## config.mk

```make
export PLATFORM = sky130hd
export DESIGN_NAME = io_input_debounce_flat
export DESIGN_NICKNAME = d
export VERILOG_FILES = /design/src/rtl/io_input_debounce_if.sv /design/src/rtl/io_input_debounce.sv /design/src/flat_wrapper.sv
export SDC_FILE = /design/constraint.sdc
export NUM_CORES = 1
export LEC_CHECK = 0
export ABC_AREA = 0
export BUFFER_PORTS_ARGS = -buffer_cell sky130_fd_sc_hd__buf_2
export CAP_MARGIN = 25
export CORE_MARGIN = 2
export CORE_UTILIZATION = 40
export DETAILED_ROUTE_END_ITERATION = 6
export GPL_ROUTABILITY_DRIVEN = 0
export PLACE_DENSITY = 0.73
export SKIP_LAST_GASP = 1
export SLEW_MARGIN = 10
export SYNTH_ARGS = -nofsm -noshare
export SYNTH_HDL_FRONTEND = slang
export SYNTH_SLANG_ARGS = --single-unit
export TNS_END_PERCENT = 100
```

## constraint.sdc

```tcl
create_clock -name io_clk -period 1.69 [get_ports io_clk]
set_input_delay 0.338 -clock io_clk [delete_from_list [all_inputs] [get_ports io_clk]]
set_output_delay 0.338 -clock io_clk [all_outputs]
set_load 0.02 [all_outputs]
```

## src/rtl/io_input_debounce_if.sv

```systemverilog
// Board I/O input bundle: raw switch/key levels in,
// debounced status words out to the input ports.
interface io_input_debounce_if #(
  parameter int N_SW  = 10,
  parameter int N_KEY = 4
);
  logic [N_SW-1:0]  sw;
  logic [N_KEY-1:0] key_n;
  logic             ack_clr;
  logic [31:0]      in_port0;
  logic [31:0]      in_port1;

  modport master (
    output sw,
    output key_n,
    output ack_clr,
    input  in_port0,
    input  in_port1
  );

  modport slave (
    input  sw,
    input  key_n,
    input  ack_clr,
    output in_port0,
    output in_port1
  );
endinterface

```

## src/rtl/io_input_debounce.sv

```systemverilog
// Switch/key synchronizer + debouncer with press flags
// and a key-0 press counter exposed as two 32-bit words.
module io_input_debounce #(
  parameter int N_SW      = 10,
  parameter int N_KEY     = 4,
  parameter int DB_CYCLES = 16
) (
  input logic            io_clk,
  input logic            reset,
  io_input_debounce_if.slave io
);
  localparam int NB = N_SW + N_KEY;
  localparam int CW = $clog2(DB_CYCLES);
  localparam logic [CW-1:0] CMAX = CW'(DB_CYCLES - 1);

  logic [N_SW-1:0]  sw_s1, sw_s2;
  logic [N_KEY-1:0] key_s1, key_s2;
  logic [NB-1:0]    lvl;
  logic [NB-1:0]    db, db_nxt;
  logic [CW-1:0]    cnt [NB];
  logic [CW-1:0]    cnt_nxt [NB];
  logic [N_KEY-1:0] key_rise;
  logic [N_KEY-1:0] press_flag;
  logic [7:0]       press_cnt;
  logic [31:0]      p0;
  logic [3:0]       key4, flag4;

  // keys inverted so level 1 means pressed
  assign lvl = {~key_s2, sw_s2};

  // two-flop synchronizers, keys reset to released
  always_ff @(posedge io_clk) begin
    if (reset) begin
      sw_s1  <= '0;
      sw_s2  <= '0;
      key_s1 <= '1;
      key_s2 <= '1;
    end else begin
      sw_s1  <= io.sw;
      sw_s2  <= sw_s1;
      key_s1 <= io.key_n;
      key_s2 <= key_s1;
    end
  end

  // per-bit stability count; any return to db clears it
  always_comb begin
    db_nxt = db;
    for (int i = 0; i < NB; i++) begin
      cnt_nxt[i] = '0;
      if (lvl[i] != db[i]) begin
        if (cnt[i] == CMAX) begin
          db_nxt[i] = lvl[i];
        end else begin
          cnt_nxt[i] = cnt[i] + CW'(1);
        end
      end
    end
  end

  assign key_rise = db_nxt[NB-1:N_SW] & ~db[NB-1:N_SW];

  // debounced state, press flags and key-0 press count
  always_ff @(posedge io_clk) begin
    if (reset) begin
      db         <= '0;
      press_flag <= '0;
      press_cnt  <= '0;
      for (int i = 0; i < NB; i++) cnt[i] <= '0;
    end else begin
      db <= db_nxt;
      for (int i = 0; i < NB; i++) cnt[i] <= cnt_nxt[i];
      if (io.ack_clr) press_flag <= key_rise;
      else            press_flag <= press_flag | key_rise;
      if (key_rise[0]) press_cnt <= press_cnt + 8'd1;
    end
  end

  // zero-pad register fields into the port words
  always_comb begin
    p0 = '0;
    p0[N_SW-1:0] = db[N_SW-1:0];
    key4 = '0;
    key4[N_KEY-1:0] = db[NB-1:N_SW];
    flag4 = '0;
    flag4[N_KEY-1:0] = press_flag;
  end

  assign io.in_port0 = p0;
  assign io.in_port1 = {16'b0, press_cnt, flag4, key4};
endmodule

```

## src/flat_wrapper.sv

```systemverilog
// flat-port wrapper written by rule: the top's interface ports become plain ports
module io_input_debounce_flat 
#(
  parameter int N_SW      = 10,
  parameter int N_KEY     = 4,
  parameter int DB_CYCLES = 16
)
  (io_clk, reset, io_sw, io_key_n, io_ack_clr, io_in_port0, io_in_port1);
  io_input_debounce_if #(.N_SW(N_SW), .N_KEY(N_KEY)) io_i ();
  input logic io_clk;
  input logic reset;
  input wire logic [$bits(io_i.sw)-1:0] io_sw;
  input wire logic [$bits(io_i.key_n)-1:0] io_key_n;
  input wire logic [$bits(io_i.ack_clr)-1:0] io_ack_clr;
  output wire logic [$bits(io_i.in_port0)-1:0] io_in_port0;
  output wire logic [$bits(io_i.in_port1)-1:0] io_in_port1;
  assign io_i.sw = io_sw;
  assign io_i.key_n = io_key_n;
  assign io_i.ack_clr = io_ack_clr;
  assign io_in_port0 = io_i.in_port0;
  assign io_in_port1 = io_i.in_port1;
  io_input_debounce #(.N_SW(N_SW), .N_KEY(N_KEY), .DB_CYCLES(DB_CYCLES)) u_core (.io_clk(io_clk), .reset(reset), .io(io_i));
endmodule
```

==> implementation parameters <==
Parameter                              Value

Clock tree
  Clk_lat worst skew    0.36 ns
  Root cell of the clock tree    sky130_fd_sc_hd__clkbuf_8
  TritonCTS clock tree    done
  Max Root-Sink Buffers    2
  TritonCTS Buffers    9
  Total number of H-tree levels    3
  Clock-pin transition on the worst setup and hold timing paths    0.11 ns
  Number of clock sinks    between 100 and 150

Global route
  Initial antenna violation count    0
  Maximum number of pins on one net before global-route repair    38
  Vias in the first global route    2695
  Global route overflow    0
  GRT Total Usage    12.00%
  First-pass GRT wire length    11200 um

Power and ir drop
  Power per Cell Area    920.6 nW/um2
  Combinational cell fraction of total power    4.5%
  Switching share of power    roughly a quarter
  Maximum ir drop on the vdd rail    about 540 uV
  P_leak    approximately 2.0 nW
  Part of the total power dissipated in the clock network    around 35%
  Sequential share of power    60.9%
  P_int    ~0.0033 W
  Power spent charging and discharging nets    0.001080 W

Logic synthesis
  Leading post-synthesis cells by cell area    sky130_fd_sc_hd__dfxtp_1, sky130_fd_sc_hd__buf_4, sky130_fd_sc_hd__nor2_1
  Most used standard cell by instance count after synthesis    sky130_fd_sc_hd__dfxtp_1
  Post-synthesis instance area    4289 um2
  Synth cell count leaders    sky130_fd_sc_hd__dfxtp_1, sky130_fd_sc_hd__nor2_1, sky130_fd_sc_hd__buf_4
  Yosys warnings    0
  Share of synthesized flip-flops with an asynchronous set or reset    0%
  Post-synthesis average cell area    9.883 um2
  Most used flip-flop cell after synthesis    sky130_fd_sc_hd__dfxtp_1
  Area leader, netlist    sky130_fd_sc_hd__dfxtp_1
  Post-synth top area share    51.34%
  Cell count after synthesis    about 430
  Number of distinct library cell variants in the gate-level netlist after synthesis    35
  Sequential area share after synthesis    51.34%
  Register bit total from synthesis    110
  Count of flip-flops with a built-in enable after synthesis    0

Die
  Number of top-level pins    81
  CORE AREA    10370 um2
  Die width    107.6 um
  Y dimension of the die    107.6 um
  Standard-cell rows    37
  Initial Util    41.36%
  Die area    roughly 12000 um2

Critical path
  Cells along the critical path    ha_2, nand3_2, nor4_2, mux2_2
  Cell class contributing the biggest share of worst-path delay    simple AND/OR/NAND/NOR gates
  Max stage delay cell, worst path    sky130_fd_sc_hd__dfxtp_1
  Largest fanout of any net on the critical path    9
  Slack of the worst reg-to-reg path    0.14 ns
  R2R depth    4
  Crit path depth    4
  Critical path origin    u_core.cnt[0][40]
  Reg-to-Reg Start    u_core.cnt[0][40]
  Startpoint type of the worst setup path    flip-flop
  Worst reg2reg path endpoint    u_core.press_cnt[3]
  Critical Path Sink Type    flip-flop
  Worst path buffer plus inverter count    0
  Crit path to    u_core.press_cnt[3]
  Data arrival time of the critical path    1.80 ns
  Startpoint-to-endpoint class of the critical path    reg -> reg
  Critical path data required time    1.95 ns
  Worst path max stage delay    between 0.3 and 0.4 ns

Job
  Count of maximum capacitance violations    0

STA
  Final-report hold violation count    0
  Final number of setup-violating endpoints    0
  Time the final worst path needs with I/O delays and setup    1.546 ns
  Ratio of final minimum period to clock period    91.46%
  Maximum clock frequency    646.9 MHz
  RSZ-0062 raised after global routing    no
  Slew Limit Fails    0
  Fin Setup TNS    0 ns
  Maximum clock skew at final layout    0.01243 ns

Layout
  Net total in the final layout    between 500 and 600
  Ant. Diodes    0
  Cell area after layout    4732 um2
  Area growth from synthesis to layout    10.33%
  Share of layout cells above drive strength 1    16.19%
  Fill cell instance count of the final layout    995

Detailed routing
  Detailed-route via count    2841
  Highest metal layer used by the detailed router    met4
  Met3 Wirelength    approximately 380 um
  Routed metal-1 wire length    ~3000 um
  Post-detailed-route via-to-cell ratio    4.553
  Sum of routed wire length over all layers    6530 um
  Starting DRT DRC Count    88
  Final routed wire length divided by cell count    10.46 um
  Remaining routing DRC violations    0
  Number of optimization iterations in the first detailed-route pass    4
  DR WL met2    around 3200 um
  Antenna violation net count after detailed routing    0

Status
  Result of the run    finished, final reports clean

Hold path
  Instance count along the most critical hold path    2
  Tightest Hold Check Type    in -> reg

Placement
  DPL Wire Length    around 4800 um
  Number of buffers inserted by port buffering    42
  Cell Area, Placed    4536 um2
power groups by stage:
stage	clock, W	sequential (W)	combinational [W]
after floorplan	0	0.00271	0.000217
after global placement	0	0.00271	0.000192
after detailed placement	0	0.00271	0.000197
after CTS	0.00158	0.00265	0.000198
after global routing	0.00169	0.00266	0.000222
final	0.00151	0.00265	0.000196
cell type report:
class                   instances  area, um2  area share (%)
flip-flops and latches        110       2202           46.54
multi-input cells             296       1841           38.89
well taps                     136      170.2           3.596
repair buffers                 47      260.3           5.500
inverters                      19      71.32           1.507
clock buffers                  10      127.6           2.697
clock inverters                 6      60.06           1.269
worst min-delay path by stage:
stage	startpoint	end	slack, ns
floorplan	u_core.key_s1[0]	u_core.key_s2[0]	0.39
global placement	u_core.key_s1[1]	u_core.key_s2[1]	0.39
detailed placement	u_core.key_s1[2]	u_core.key_s2[2]	0.40
CTS	io_key_n[0]	u_core.key_s1[0]	0.13
global route	io_key_n[1]	u_core.key_s1[1]	0.12
finish	io_key_n[3]	u_core.key_s1[3]	0.15
logic make-up (layout without fill, tap and decap cells):
| logic type | after synthesis | after routing | share of synthesized area, % |
|---|---|---|---|
| buffers and inverters | 65 | 82 | 9.189 |
| xor gates and xnor gates | 42 | 42 | 8.576 |
| adders and majority gates | 15 | 15 | 4.376 |
| and+or+nand+nor | 169 | 169 | 20.30 |
| muxes | 14 | 14 | 3.326 |
| other | 1 | 38 | 0.08743 |
| AOI/OAI and AO/OA | 18 | 18 | 2.801 |
| DFF | 110 | 110 | 51.34 |
metal layers:
| metal | global-route usage, % | up-vias |
|---|---|---|
| met5 | 0 | - |
| met4 | 3.571 | 0 |
| met3 | 4.298 | 6 |
| met2 | 21.16 | 75 |
| met1 | 13.54 | 1324 |
| li1 | - | 1436 |
metrics by stage:
| step | hold slack (ns) | worst slack, ns | std cells | total power (W) | utilization (%) |
|---|---|---|---|---|---|
| after floorplan | 0.3895 | 0.2207 | 471 | 0.002925 | - |
| after global placement | 0.3917 | 0.1511 | 608 | 0.002904 | 43.74 |
| after detailed placement | 0.3952 | 0.1083 | 608 | 0.002911 | 43.74 |
| after CTS | 0.1329 | 0.08295 | 624 | 0.004432 | 45.55 |
| after global routing | 0.1246 | 0.02416 | 624 | 0.004577 | 45.63 |
| final | 0.1549 | 0.1443 | 624 | 0.004356 | 45.63 |
registers in the layout, summed over array words and instances (netlist names):
| signal | flops |
|---|---|
| u_core.press_cnt | 8 |
| u_core.flag4 | 4 |
| u_core.key_s2 | 4 |
| u_core.db | 14 |
| u_core.sw_s1 | 10 |
| u_core.sw_s2 | 10 |
| u_core.key_s1 | 4 |
| u_core.cnt | 56 |
what timing repair did:
action | CTS | global route
hold buffers | 0 | 0
buffers inserted | 0 | 0
gates resized for setup | 0 | 2
endpoints found under the setup margin | 0 | 2
worst register-to-register path: stages (launching register included):
cell and delay (ns):
sky130_fd_sc_hd__dfxtp_1 0.38, sky130_fd_sc_hd__ha_2 0.25, sky130_fd_sc_hd__nand3_2 0.19, sky130_fd_sc_hd__nor4_2 0.28
sky130_fd_sc_hd__mux2_2 0.36
placed cells by master, fill, tap and decap left out, types with 14 or more instances in the layout:
cell type / synthesis / routed
sky130_fd_sc_hd__xor2_1: 19 / 19
sky130_fd_sc_hd__xnor2_1: 23 / 23
sky130_fd_sc_hd__nor2b_1: 24 / 24
sky130_fd_sc_hd__conb_1: 1 / 38
sky130_fd_sc_hd__nand3_1: 24 / 24
sky130_fd_sc_hd__buf_2: 0 / 42
sky130_fd_sc_hd__nor2_1: 74 / 74
sky130_fd_sc_hd__dfxtp_1: 110 / 110
sky130_fd_sc_hd__ha_1: 15 / 14
sky130_fd_sc_hd__inv_1: 19 / 19
No activity file was read; power rests on OpenSTA's default activity.
